<file path="config.mk">
export PLATFORM = sky130hd
export DESIGN_NAME = kv10_dcache_flat
export DESIGN_NICKNAME = d
export VERILOG_FILES = /design/src/rtl/kv10_dcache_pkg.sv /design/src/rtl/kv10_dcache_if.sv /design/src/rtl/kv10_dcache_cache_ram.sv /design/src/rtl/kv10_dcache.sv /design/src/flat_wrapper.sv
export SDC_FILE = /design/constraint.sdc
export NUM_CORES = 2
export LEC_CHECK = 0
export ABC_CLOCK_PERIOD_IN_PS = 7010
export CORE_MARGIN = 1
export CORE_UTILIZATION = 43
export DETAILED_ROUTE_END_ITERATION = 7
export PLACE_DENSITY_LB_ADDON = 0.1
export SLEW_MARGIN = 10
export SYNTH_ARGS = -nofsm -noshare
export SYNTH_HDL_FRONTEND = slang
export SYNTH_SLANG_ARGS = --single-unit
</file>
<file path="constraint.sdc">
create_clock -name clk -period 7.01 [get_ports clk]
set_input_delay 0.701 -clock clk [delete_from_list [all_inputs] [get_ports clk]]
set_output_delay 0.701 -clock clk [all_outputs]
set_load 0.05 [all_outputs]
</file>
<file path="src/rtl/kv10_dcache_pkg.sv">
// Shared constants for the kv10 data cache: bus widths and FSM state encodings.
package kv10_dcache_pkg;

    localparam int KV10_PADDR_W = 22;
    localparam int KV10_WORD_W  = 36;
    localparam int KV10_INDEX_W = 6;

    localparam logic [2:0] ST_IDLE   = 3'd0;
    localparam logic [2:0] ST_LOOKUP = 3'd1;
    localparam logic [2:0] ST_MRD    = 3'd2;
    localparam logic [2:0] ST_MWR    = 3'd3;
    localparam logic [2:0] ST_DONE   = 3'd4;
    localparam logic [2:0] ST_FLUSH  = 3'd5;

endpackage

</file>
<file path="src/rtl/kv10_dcache_if.sv">
// Upstream (paging unit) and downstream (memory) request bus of the kv10 data cache.
interface kv10_dcache_if
    import kv10_dcache_pkg::*;
#(
    parameter int ADDR_W = KV10_PADDR_W,
    parameter int WORD_W = KV10_WORD_W
);
    logic [ADDR_W-1:0] up_addr;
    logic [WORD_W-1:0] up_write_data;
    logic              up_read;
    logic              up_write;
    logic [WORD_W-1:0] up_read_data;
    logic              up_read_ack;
    logic              up_write_ack;
    logic              up_nxm;
    logic [ADDR_W-1:0] mem_addr;
    logic [WORD_W-1:0] mem_write_data;
    logic              mem_read;
    logic              mem_write;
    logic [WORD_W-1:0] mem_read_data;
    logic              mem_read_ack;
    logic              mem_write_ack;
    logic              mem_nxm;

    modport slave (
        input  up_addr, up_write_data, up_read, up_write,
               mem_read_data, mem_read_ack, mem_write_ack, mem_nxm,
        output up_read_data, up_read_ack, up_write_ack, up_nxm,
               mem_addr, mem_write_data, mem_read, mem_write
    );

    modport master (
        output up_addr, up_write_data, up_read, up_write,
               mem_read_data, mem_read_ack, mem_write_ack, mem_nxm,
        input  up_read_data, up_read_ack, up_write_ack, up_nxm,
               mem_addr, mem_write_data, mem_read, mem_write
    );
endinterface

</file>
<file path="src/rtl/kv10_dcache_cache_ram.sv">
// Single-port synchronous-read RAM holding {valid, tag, data} cache lines.
module kv10_dcache_cache_ram #(
    parameter int DATA_W = 53,
    parameter int ADDR_W = 6
) (
    input  logic              clk,
    input  logic              we_i,
    input  logic [ADDR_W-1:0] addr_i,
    input  logic [DATA_W-1:0] wdata_i,
    output logic [DATA_W-1:0] rdata_o
);
    logic [DATA_W-1:0] mem_q [2**ADDR_W];

    // Read-before-write port: rdata_o returns the old contents on a write.
    always_ff @(posedge clk) begin
        if (we_i) begin
            mem_q[addr_i] <= wdata_i;
        end
        rdata_o <= mem_q[addr_i];
    end
endmodule

</file>
<file path="src/rtl/kv10_dcache.sv">
// Direct-mapped write-through, write-allocate data cache, one word per line.
// Optional read hit/miss counters are enabled with KV10_DCACHE_STATS_EN.
module kv10_dcache
    import kv10_dcache_pkg::*;
#(
    parameter int ADDR_W  = KV10_PADDR_W,
    parameter int WORD_W  = KV10_WORD_W,
    parameter int INDEX_W = KV10_INDEX_W
) (
    input  logic           clk,
    input  logic           reset,
    kv10_dcache_if.slave   bus,
    input  logic           flush,
    output logic           busy
`ifdef KV10_DCACHE_STATS_EN
    ,
    output logic [31:0]    hit_count,
    output logic [31:0]    miss_count
`endif
);
    localparam int TAG_W   = ADDR_W - INDEX_W;
    localparam int ENTRY_W = 1 + TAG_W + WORD_W;
    localparam logic [INDEX_W-1:0] LAST_IDX = {INDEX_W{1'b1}};

    logic [2:0]         state_q, state_d;
    logic [INDEX_W-1:0] cnt_q, cnt_d;
    logic               flush_pend_q, flush_pend_d;
    logic [ADDR_W-1:0]  mem_addr_q, mem_addr_d;
    logic [WORD_W-1:0]  mem_wdata_q, mem_wdata_d;
    logic               mem_read_q, mem_read_d;
    logic               mem_write_q, mem_write_d;
    logic [WORD_W-1:0]  rdata_q, rdata_d;
    logic               rack_q, rack_d;
    logic               wack_q, wack_d;
    logic               nxm_q, nxm_d;
    logic               busy_q, busy_d;

    logic               ram_we_s;
    logic [INDEX_W-1:0] ram_addr_s;
    logic [ENTRY_W-1:0] ram_wdata_s, ram_rdata_s;
    logic [TAG_W-1:0]   req_tag_s;
    logic               hit_s;

    kv10_dcache_cache_ram #(.DATA_W(ENTRY_W), .ADDR_W(INDEX_W)) u_ram (
        .clk     (clk),
        .we_i    (ram_we_s),
        .addr_i  (ram_addr_s),
        .wdata_i (ram_wdata_s),
        .rdata_o (ram_rdata_s)
    );

    // The latched request address doubles as the downstream address.
    assign req_tag_s = mem_addr_q[ADDR_W-1:INDEX_W];
    assign hit_s     = ram_rdata_s[ENTRY_W-1] && (ram_rdata_s[ENTRY_W-2 -: TAG_W] == req_tag_s);

    // Next-state, RAM port and output logic of the cache controller.
    always_comb begin
        state_d      = state_q;
        cnt_d        = cnt_q;
        flush_pend_d = flush_pend_q | flush;
        mem_addr_d   = mem_addr_q;
        mem_wdata_d  = mem_wdata_q;
        mem_read_d   = mem_read_q;
        mem_write_d  = mem_write_q;
        rdata_d      = {WORD_W{1'b0}};
        rack_d       = 1'b0;
        wack_d       = 1'b0;
        nxm_d        = 1'b0;
        busy_d       = (state_q == ST_FLUSH);
        ram_we_s     = 1'b0;
        ram_addr_s   = mem_addr_q[INDEX_W-1:0];
        ram_wdata_s  = {ENTRY_W{1'b0}};
        case (state_q)
            ST_IDLE: begin
                ram_addr_s = bus.up_addr[INDEX_W-1:0];
                if (flush || flush_pend_q) begin
                    state_d      = ST_FLUSH;
                    cnt_d        = {INDEX_W{1'b0}};
                    flush_pend_d = 1'b0;
                end else if (bus.up_write) begin
                    state_d     = ST_MWR;
                    mem_write_d = 1'b1;
                    mem_addr_d  = bus.up_addr;
                    mem_wdata_d = bus.up_write_data;
                end else if (bus.up_read) begin
                    state_d    = ST_LOOKUP;
                    mem_addr_d = bus.up_addr;
                end else begin
                    state_d = ST_IDLE;
                end
            end
            ST_LOOKUP: begin
                if (hit_s) begin
                    rack_d  = 1'b1;
                    rdata_d = ram_rdata_s[WORD_W-1:0];
                    state_d = ST_DONE;
                end else begin
                    mem_read_d = 1'b1;
                    state_d    = ST_MRD;
                end
            end
            ST_MRD: begin
                if (bus.mem_nxm) begin
                    mem_read_d = 1'b0;
                    rack_d     = 1'b1;
                    nxm_d      = 1'b1;
                    state_d    = ST_DONE;
                end else if (bus.mem_read_ack) begin
                    ram_we_s    = 1'b1;
                    ram_wdata_s = {1'b1, req_tag_s, bus.mem_read_data};
                    mem_read_d  = 1'b0;
                    rack_d      = 1'b1;
                    rdata_d     = bus.mem_read_data;
                    state_d     = ST_DONE;
                end else begin
                    state_d = ST_MRD;
                end
            end
            ST_MWR: begin
                if (bus.mem_nxm) begin
                    ram_we_s    = 1'b1;
                    mem_write_d = 1'b0;
                    wack_d      = 1'b1;
                    nxm_d       = 1'b1;
                    state_d     = ST_DONE;
                end else if (bus.mem_write_ack) begin
                    ram_we_s    = 1'b1;
                    ram_wdata_s = {1'b1, req_tag_s, mem_wdata_q};
                    mem_write_d = 1'b0;
                    wack_d      = 1'b1;
                    state_d     = ST_DONE;
                end else begin
                    state_d = ST_MWR;
                end
            end
            ST_DONE: begin
                state_d = ST_IDLE;
            end
            ST_FLUSH: begin
                ram_we_s   = 1'b1;
                ram_addr_s = cnt_q;
                cnt_d      = cnt_q + INDEX_W'(1);
                if (cnt_q == LAST_IDX) begin
                    state_d = ST_IDLE;
                end else begin
                    state_d = ST_FLUSH;
                end
            end
            default: begin
                state_d = ST_FLUSH;
                cnt_d   = {INDEX_W{1'b0}};
            end
        endcase
    end

    // State and registered outputs; reset abandons any transaction and starts a sweep.
    always_ff @(posedge clk) begin
        if (!reset) begin
            state_q      <= ST_FLUSH;
            cnt_q        <= {INDEX_W{1'b0}};
            flush_pend_q <= 1'b0;
            mem_addr_q   <= {ADDR_W{1'b0}};
            mem_wdata_q  <= {WORD_W{1'b0}};
            mem_read_q   <= 1'b0;
            mem_write_q  <= 1'b0;
            rdata_q      <= {WORD_W{1'b0}};
            rack_q       <= 1'b0;
            wack_q       <= 1'b0;
            nxm_q        <= 1'b0;
            busy_q       <= 1'b0;
        end else begin
            state_q      <= state_d;
            cnt_q        <= cnt_d;
            flush_pend_q <= flush_pend_d;
            mem_addr_q   <= mem_addr_d;
            mem_wdata_q  <= mem_wdata_d;
            mem_read_q   <= mem_read_d;
            mem_write_q  <= mem_write_d;
            rdata_q      <= rdata_d;
            rack_q       <= rack_d;
            wack_q       <= wack_d;
            nxm_q        <= nxm_d;
            busy_q       <= busy_d;
        end
    end

    assign bus.up_read_data   = rdata_q;
    assign bus.up_read_ack    = rack_q;
    assign bus.up_write_ack   = wack_q;
    assign bus.up_nxm         = nxm_q;
    assign bus.mem_addr       = mem_addr_q;
    assign bus.mem_write_data = mem_wdata_q;
    assign bus.mem_read       = mem_read_q;
    assign bus.mem_write      = mem_write_q;
    assign busy               = busy_q;

`ifdef KV10_DCACHE_STATS_EN
    logic [31:0] hit_cnt_q, miss_cnt_q;

    // Saturating read hit/miss counters, decided in LOOKUP.
    always_ff @(posedge clk) begin
        if (!reset) begin
            hit_cnt_q  <= 32'd0;
            miss_cnt_q <= 32'd0;
        end else if (state_q == ST_LOOKUP) begin
            if (hit_s && (hit_cnt_q != 32'hFFFF_FFFF)) begin
                hit_cnt_q <= hit_cnt_q + 32'd1;
            end
            if (!hit_s && (miss_cnt_q != 32'hFFFF_FFFF)) begin
                miss_cnt_q <= miss_cnt_q + 32'd1;
            end
        end
    end

    assign hit_count  = hit_cnt_q;
    assign miss_count = miss_cnt_q;
`endif
endmodule

</file>
<file path="src/flat_wrapper.sv">
// flat-port wrapper written by rule: the top's interface ports become plain ports
module kv10_dcache_flat import kv10_dcache_pkg::*;
#(
    parameter int ADDR_W  = KV10_PADDR_W,
    parameter int WORD_W  = KV10_WORD_W,
    parameter int INDEX_W = KV10_INDEX_W
)
  (clk, reset, flush, busy, bus_up_addr, bus_up_write_data, bus_up_read, bus_up_write, bus_mem_read_data, bus_mem_read_ack, bus_mem_write_ack, bus_mem_nxm, bus_up_read_data, bus_up_read_ack, bus_up_write_ack, bus_up_nxm, bus_mem_addr, bus_mem_write_data, bus_mem_read, bus_mem_write);
  kv10_dcache_if #(.ADDR_W(ADDR_W), .WORD_W(WORD_W)) bus_i ();
  input  logic clk;
  input  logic reset;
  input  logic flush;
  output logic busy;
  input wire logic [$bits(bus_i.up_addr)-1:0] bus_up_addr;
  input wire logic [$bits(bus_i.up_write_data)-1:0] bus_up_write_data;
  input wire logic [$bits(bus_i.up_read)-1:0] bus_up_read;
  input wire logic [$bits(bus_i.up_write)-1:0] bus_up_write;
  input wire logic [$bits(bus_i.mem_read_data)-1:0] bus_mem_read_data;
  input wire logic [$bits(bus_i.mem_read_ack)-1:0] bus_mem_read_ack;
  input wire logic [$bits(bus_i.mem_write_ack)-1:0] bus_mem_write_ack;
  input wire logic [$bits(bus_i.mem_nxm)-1:0] bus_mem_nxm;
  output wire logic [$bits(bus_i.up_read_data)-1:0] bus_up_read_data;
  output wire logic [$bits(bus_i.up_read_ack)-1:0] bus_up_read_ack;
  output wire logic [$bits(bus_i.up_write_ack)-1:0] bus_up_write_ack;
  output wire logic [$bits(bus_i.up_nxm)-1:0] bus_up_nxm;
  output wire logic [$bits(bus_i.mem_addr)-1:0] bus_mem_addr;
  output wire logic [$bits(bus_i.mem_write_data)-1:0] bus_mem_write_data;
  output wire logic [$bits(bus_i.mem_read)-1:0] bus_mem_read;
  output wire logic [$bits(bus_i.mem_write)-1:0] bus_mem_write;
  assign bus_i.up_addr = bus_up_addr;
  assign bus_i.up_write_data = bus_up_write_data;
  assign bus_i.up_read = bus_up_read;
  assign bus_i.up_write = bus_up_write;
  assign bus_i.mem_read_data = bus_mem_read_data;
  assign bus_i.mem_read_ack = bus_mem_read_ack;
  assign bus_i.mem_write_ack = bus_mem_write_ack;
  assign bus_i.mem_nxm = bus_mem_nxm;
  assign bus_up_read_data = bus_i.up_read_data;
  assign bus_up_read_ack = bus_i.up_read_ack;
  assign bus_up_write_ack = bus_i.up_write_ack;
  assign bus_up_nxm = bus_i.up_nxm;
  assign bus_mem_addr = bus_i.mem_addr;
  assign bus_mem_write_data = bus_i.mem_write_data;
  assign bus_mem_read = bus_i.mem_read;
  assign bus_mem_write = bus_i.mem_write;
  kv10_dcache #(.ADDR_W(ADDR_W), .WORD_W(WORD_W), .INDEX_W(INDEX_W)) u_core (.clk(clk), .reset(reset), .bus(bus_i), .flush(flush), .busy(busy));
endmodule
</file>
# --- Word-level counts from Yosys, hierarchy flattened ---
# Memory sizes are Yosys's and may differ from the RTL's. A register that Yosys moved wholly into a read port is not among the register bits.
# Cells that the tools add are included.
classes:
  n_eq_ne: 13
  reduce_logical: 15
  addsub: 1
  bitwise: 3
  n_mux: 46
op_table:
  columns: ["op", "count"]
  rows:
  - ["2-to-1 mux 53 bit", 4]
  - ["2-to-1 mux 36 bit", 3]
  - ["case mux 53 bit (2 select lines)", 1]
  - ["case mux 36 bit (2 select lines)", 1]
  - ["2-to-1 mux 22 bit", 2]
  - ["2-to-1 mux 3 bit", 8]
  - ["2-to-1 mux 1 bit", 19]
  - ["case mux 3 bit (6 select lines)", 1]
  - ["case mux 6 bit (3 select lines)", 1]
  - ["equality test 16 bit", 1]
  - ["case mux 6 bit (2 select lines)", 1]
  - ["AND reduction 3 bit", 3]
  - ["adder 6 x 1 -> 6 bit, second input constant", 1]
  - ["equality test 3 x 2 -> 1 bit, second input constant", 2]
  - ["equality test 3 bit, second input constant", 2]
  - ["equality test 6 bit, second input constant", 1]
  - ["2-to-1 mux 6 bit", 1]
  - ["inequality test 2 bit, second input constant", 3]
  - ["inequality test 3 bit, second input constant", 2]
  - ["case mux 1 bit (2 select lines)", 3]
  - ["AND reduction 2 bit", 3]
  - ["nonzero test 2 bit", 3]
  - ["AND reduction 4 bit", 1]
  - ["OR reduction 4 bit", 1]
  - ["other kinds (9)", 10]
word_totals:
  memories: 1
  register_bits: 110
  mem_bits_rw: 3392
  output_inout_bits: 100
mem_list:
  columns: ["memory", "words", "word_bits", "read_ports", "rd_ports_with_merged_regs", "write_ports", "line_no", "text"]
  rows:
  - ["u_core.u_ram.mem_q", 64, 53, 1, 1, 1, "kv10_dcache_cache_ram.sv:12", "logic [DATA_W-1:0] mem_q [2**ADDR_W];"]

# --- Longest topological paths before layout ---
depth:
  ltp_word: 5
  depth_mapped: 17
  mapped_depth_nobuf: 9

# --- Cells and area by module ---
# Synthesis repeated with hierarchy kept, for this count alone.
unflattened:
  cells_unflattened: 7647
  hier_area_um2: 135850.3
modules_own_cells:
  columns: ["module", "cells_each", "seq_area_each_um2", "area_per_inst_um2", "n_inst"]
  rows:
  - ["kv10_dcache_cache_ram", 7029, 102918.7, 130863.0, 1]
  - ["kv10_dcache", 618, 2202.1, 4987.3, 1]

# --- Least setup slack after synthesis ---
# Ideal clock, no wire load.
synth_timing:
  kind: "register to register"
  start: "register u_core.state_q[1]"
  end: "memory u_core.u_ram.mem_q[11][0], enable pin"
  setup_slack_ns: 1.647
  synth_period_minus_slack_ns: 5.363
  t_arrival_ns: 4.899
  path_stages_with_launch: 13
  required_ns: 6.546
  cell_sequence: "dfxtp_1 -> buf_4 -> and3b_1 -> buf_6 -> and2_1 -> or3_1 -> nor3_2 -> buf_2 -> buf_2 -> buf_4 -> buf_2 -> nand2_1 -> nor2_1"
synth_via:
  elab_chain_len: 4
  word_cells_on_any_way: 8
  classes_between: "eq/ne (3); mux (4); reduce/logical (1)"
synth_rtl:
  columns: ["element", "line_no", "text"]
  rows:
  - ["from (decl)", "kv10_dcache.sv:25", "logic [2:0] state_q, state_d;"]
  - ["from (signal assigned)", "kv10_dcache.sv:172", "state_q <= state_d;"]
  - ["equality test 3 bit / equality test 3 x 2 -> 1 bit (equally long branches)", "kv10_dcache.sv:73", "case (state_q)"]
  - ["case mux 1 bit (3 select lines)", "kv10_dcache.sv:73", null]
  - ["2-to-1 mux 1 bit", "kv10_dcache_cache_ram.sv:16", "if (we_i) begin"]
  - ["2-to-1 mux 1 bit (not written as such)", "kv10_dcache_cache_ram.sv:17", "mem_q[addr_i] <= wdata_i;"]
  - ["to (decl)", "kv10_dcache_cache_ram.sv:12", null]
# Parallel ways exist; a longest one is shown, timed or not.

# --- Worst setup path after layout ---
layout_timing:
  start: "register u_core.state_q[0]"
  end: "register u_core.u_ram.rdata_o[51] (read register of u_core.u_ram.mem_q)"
layout_via:
  elab_chain_len: 2
  word_cells_on_any_way: 3
  classes_between: "eq/ne (1); mux (1); reduce/logical (1)"
layout_rtl:
  columns: ["element", "line_no", "text"]
  rows:
  - ["equality test 3 bit / zero test 3 bit (equally long branches)", "kv10_dcache.sv:73", null]
  - ["case mux 6 bit (2 select lines) (*)", "kv10_dcache.sv:73", null]
  - ["to (decl)", "kv10_dcache_cache_ram.sv:10", "output logic [DATA_W-1:0] rdata_o"]
# Mark *: on every way between the ends. The rest lies on a longest branch, timed or not.
# A chain may end at the register's enable or synchronous reset.

==> run summary <==
Top cell type's share of synthesized area = 75.01%
R2R depth = 10
Layout area overhead = 15.53%
Routed WL per cell = 38.61 um
Initial Util = 43.40%
Total gr overflow = 0
Element type at the critical path end = flip-flop
DRT iter0 DRCs = 14610
R2R setup slack = 1.37 ns
Met2 Use GR = 51.63%
Top-count cell post-synth = edfxtp_1
DP HPWL = 297800 um
Total number of vias = 90980
Leakage = 0.05059 uW
Routed Wire Length = 544700 um
Placed Instance Area = 144900 um2
Post-Synthesis Cell Area = 135800 um2
Main synth FF type = edfxtp_1
Worst slew pin tran = 1.359 ns
Share of layout cells above drive strength 1 = 11.60%
Met3 global-route usage = 6.752%
Finish-stage setup viols = 0
DR pass1 iterations = 8
Hold path depth = 3
VDD IR max = 0.0002259 V
Post-CTS Hold Buffers = 0
Gate Count Post-Synth = 9305
Required time worst endpoint = 7.90 ns
Largest fanout on the critical path = 55
Cell variety after synth = 77
Global-route wire length before repair = 731500 um
Setup TNS = 0 ns
Area contributors post-synth = edfxtp_1, nand2_1, a21oi_1, dfxtp_1, a22oi_1
GP Congestion = 0.8862
Slew Viols, Final = 0
Clk_skew = 0.05386 ns
Post-CTS setup buffers = 0
Initial antenna violation count = 40
Vias in the first global route = 85260
Die Footprint = 318100 um2
Core area = 312900 um2
ANT nets after route = 0
Row cnt = 205
Fin crit period = 5.645 ns
RSZ-0062 raised after global routing = no
Sw Share = 29.69%
Detailed-route DRC error count = 0
Avg Inst Size Synth = 14.59 um2
Nets = 9736
Fin Hold WS = 0.2787 ns
Clock latency on the worst-skew pair = 0.97 ns
Worst Setup Slack, final = 1.365 ns
Dominant cell type by area after synthesis = edfxtp_1
CP Launch Type = flip-flop
H-tree depth = 5
Maxcap violations = 0
Final period utilization = 80.53%
CTS tree = built
Met1 Resource Use GR = 45.58%
Ys async rst share = 0%
Internal power = 37150 uW
Worst slack at placement = 1.510 ns
Reg2reg start = u_core.state_q[0]
Sequential share of the synthesized area = 77.41%
TritonCTS Buffers = 375
CTS sink cnt = 3555
Root Buffer Master = clkbuf_16
Comb power frac = 17.1%
Clk buf depth = 4
Die height = 564.0 um
Outcome = completed
Synth top cells by count = edfxtp_1, nand2_1, a21oi_1
Clock share of power = 37.1%
Cts repair resizes = 0
Critical path arrival = 6.54 ns
Sequential power share = 45.9%
Number of synthesized flops with an enable pin = 3392
Min-Delay Endpoint = u_core.bus.mem_write_data[23]
Slew Limit Headroom = 9.110%
Worst r2r dst = u_core.u_ram.rdata_o[51]
Ys Warns = 0
Port bufs = 201
NetSw = 15690 uW
Vias/cell = 6.449
Fin. Hold Viols = 0
HP Class = input port to flip-flop
Syn nets = 9408
Gr busiest metal = met2
Fmax = 177.2 MHz
Die width = 564.0 um
HP Start = bus_up_write_data[23]
Largest net degree at the start of global routing = 143
Fin util = 50.13%
Worst-path clk slew = 0.06 ns
Final instance area = 156900 um2
GRT Overall Usage = 33.58%
I/O pins = 202
Synthesized flop and latch total = 3555
Power per Cell Area = 336.8 nW/um2
Critical path class = flip-flop to flip-flop
-- power groups by stage --
stage          clock network [uW]  logic [uW]  registers [uW]
2_1_floorplan                   0        4800           24300
3_3_place_gp                    0        8820           24600
3_5_place_dp                    0        8820           24700
4_1_cts                     19700        8850           24200
5_1_grt                     20500        9310           24200
6_report                    19600        9030           24200
-- area by class of cell --
cell class / count / area, um2
diodes: 19 / 47.55
clock buffers: 499 / 10290
clock inverters: 193 / 1665
fillers: 26420 / 156000
inverters: 2 / 7.507
multi-input cells: 5126 / 28880
flip-flops and latches: 3555 / 105100
well taps: 4140 / 5180
repair buffers: 573 / 5693
-- cells by family after synthesis --
kind of cell             share of synthesized area [%]
AO/OA/AOI/OAI                                    10.04
buffers and inverters                            2.070
XOR/XNOR                                        0.1096
multiplexers                                     1.776
AND/OR/NAND/NOR                                  8.583
flip-flops                                       77.41
adder cells (fa/ha/maj)                       0.009212
-- flip-flops by register name, indices dropped and copies added (netlist names) --
| signal | flops |
|---|---|
| u_core.bus.up_write_ack | 1 |
| u_core.bus.up_read_ack | 1 |
| u_core.bus.mem_write | 1 |
| u_core.bus.up_nxm | 1 |
| u_core.busy | 1 |
| u_core.u_ram.mem_q | 3392 |
| u_core.bus.mem_read | 1 |
| u_core.bus.mem_addr | 22 |
| u_core.u_ram.rdata_o | 53 |
| u_core.bus.mem_write_data | 36 |
| u_core.flush_pend_q | 1 |
| u_core.cnt_q | 6 |
| u_core.state_q | 3 |
| u_core.bus.up_read_data | 36 |
-- metrics by stage --
step                      total power [uW]  cells
after floorplan                      29130   9305
after global placement               33460  13400
after detailed placement             33470  13400
after CTS                            52760  14090
after global routing                 54040  14090
final                                52840  14110
-- worst max-delay path by stage --
stage | startpoint | to | slack (ns) | depth (start not counted)
finish | u_core.state_q[0] | u_core.u_ram.rdata_o[51] | 1.37 | 10
global route | u_core.state_q[1] | u_core.u_ram.rdata_o[51] | 1.58 | 10
CTS | u_core.state_q[1] | u_core.u_ram.rdata_o[51] | 1.58 | 10
detailed placement | bus_up_addr[2] | u_core.u_ram.rdata_o[51] | 1.51 | 10
global placement | bus_up_addr[2] | u_core.u_ram.rdata_o[51] | 1.11 | 11
floorplan | u_core.state_q[1] | u_core.u_ram.mem_q[11][0] | 1.65 | 12
-- cell usage in the layout (no fill, tap or decap), types with 111 or more instances in the layout --
master and instances:
edfxtp_1 3392, nand2_1 2016, a21oi_1 667, clkbuf_16 382, nand3_1 359, a22oi_1 355, buf_4 301, a31oi_1 291
clkdlybuf4s50_1 201, o21ai_0 170, mux2i_1 169, dfxtp_1 163, a221oi_1 111
-- routing by layer --
metal,wire length (um),vias up,share of wire (%)
met5,119,-,0.022
met4,31760,14,5.8
met3,58530,1165,11
met2,245800,6108,45
met1,208500,47230,38
li1,-,36460,-
-- critical path, cell delays in order, from the launching register on --
cell and delay (ns):
dfxtp_1 0.49, nor3_1 0.87, and2_1 0.30, or3_4 0.50
buf_4 0.75, nand2_1 0.11, a32oi_1 0.98, a211oi_1 0.50
a31oi_1 0.67, a2bb2oi_1 0.14, nand3_1 0.11
Note: power is estimated with default switching activity, not from simulation.
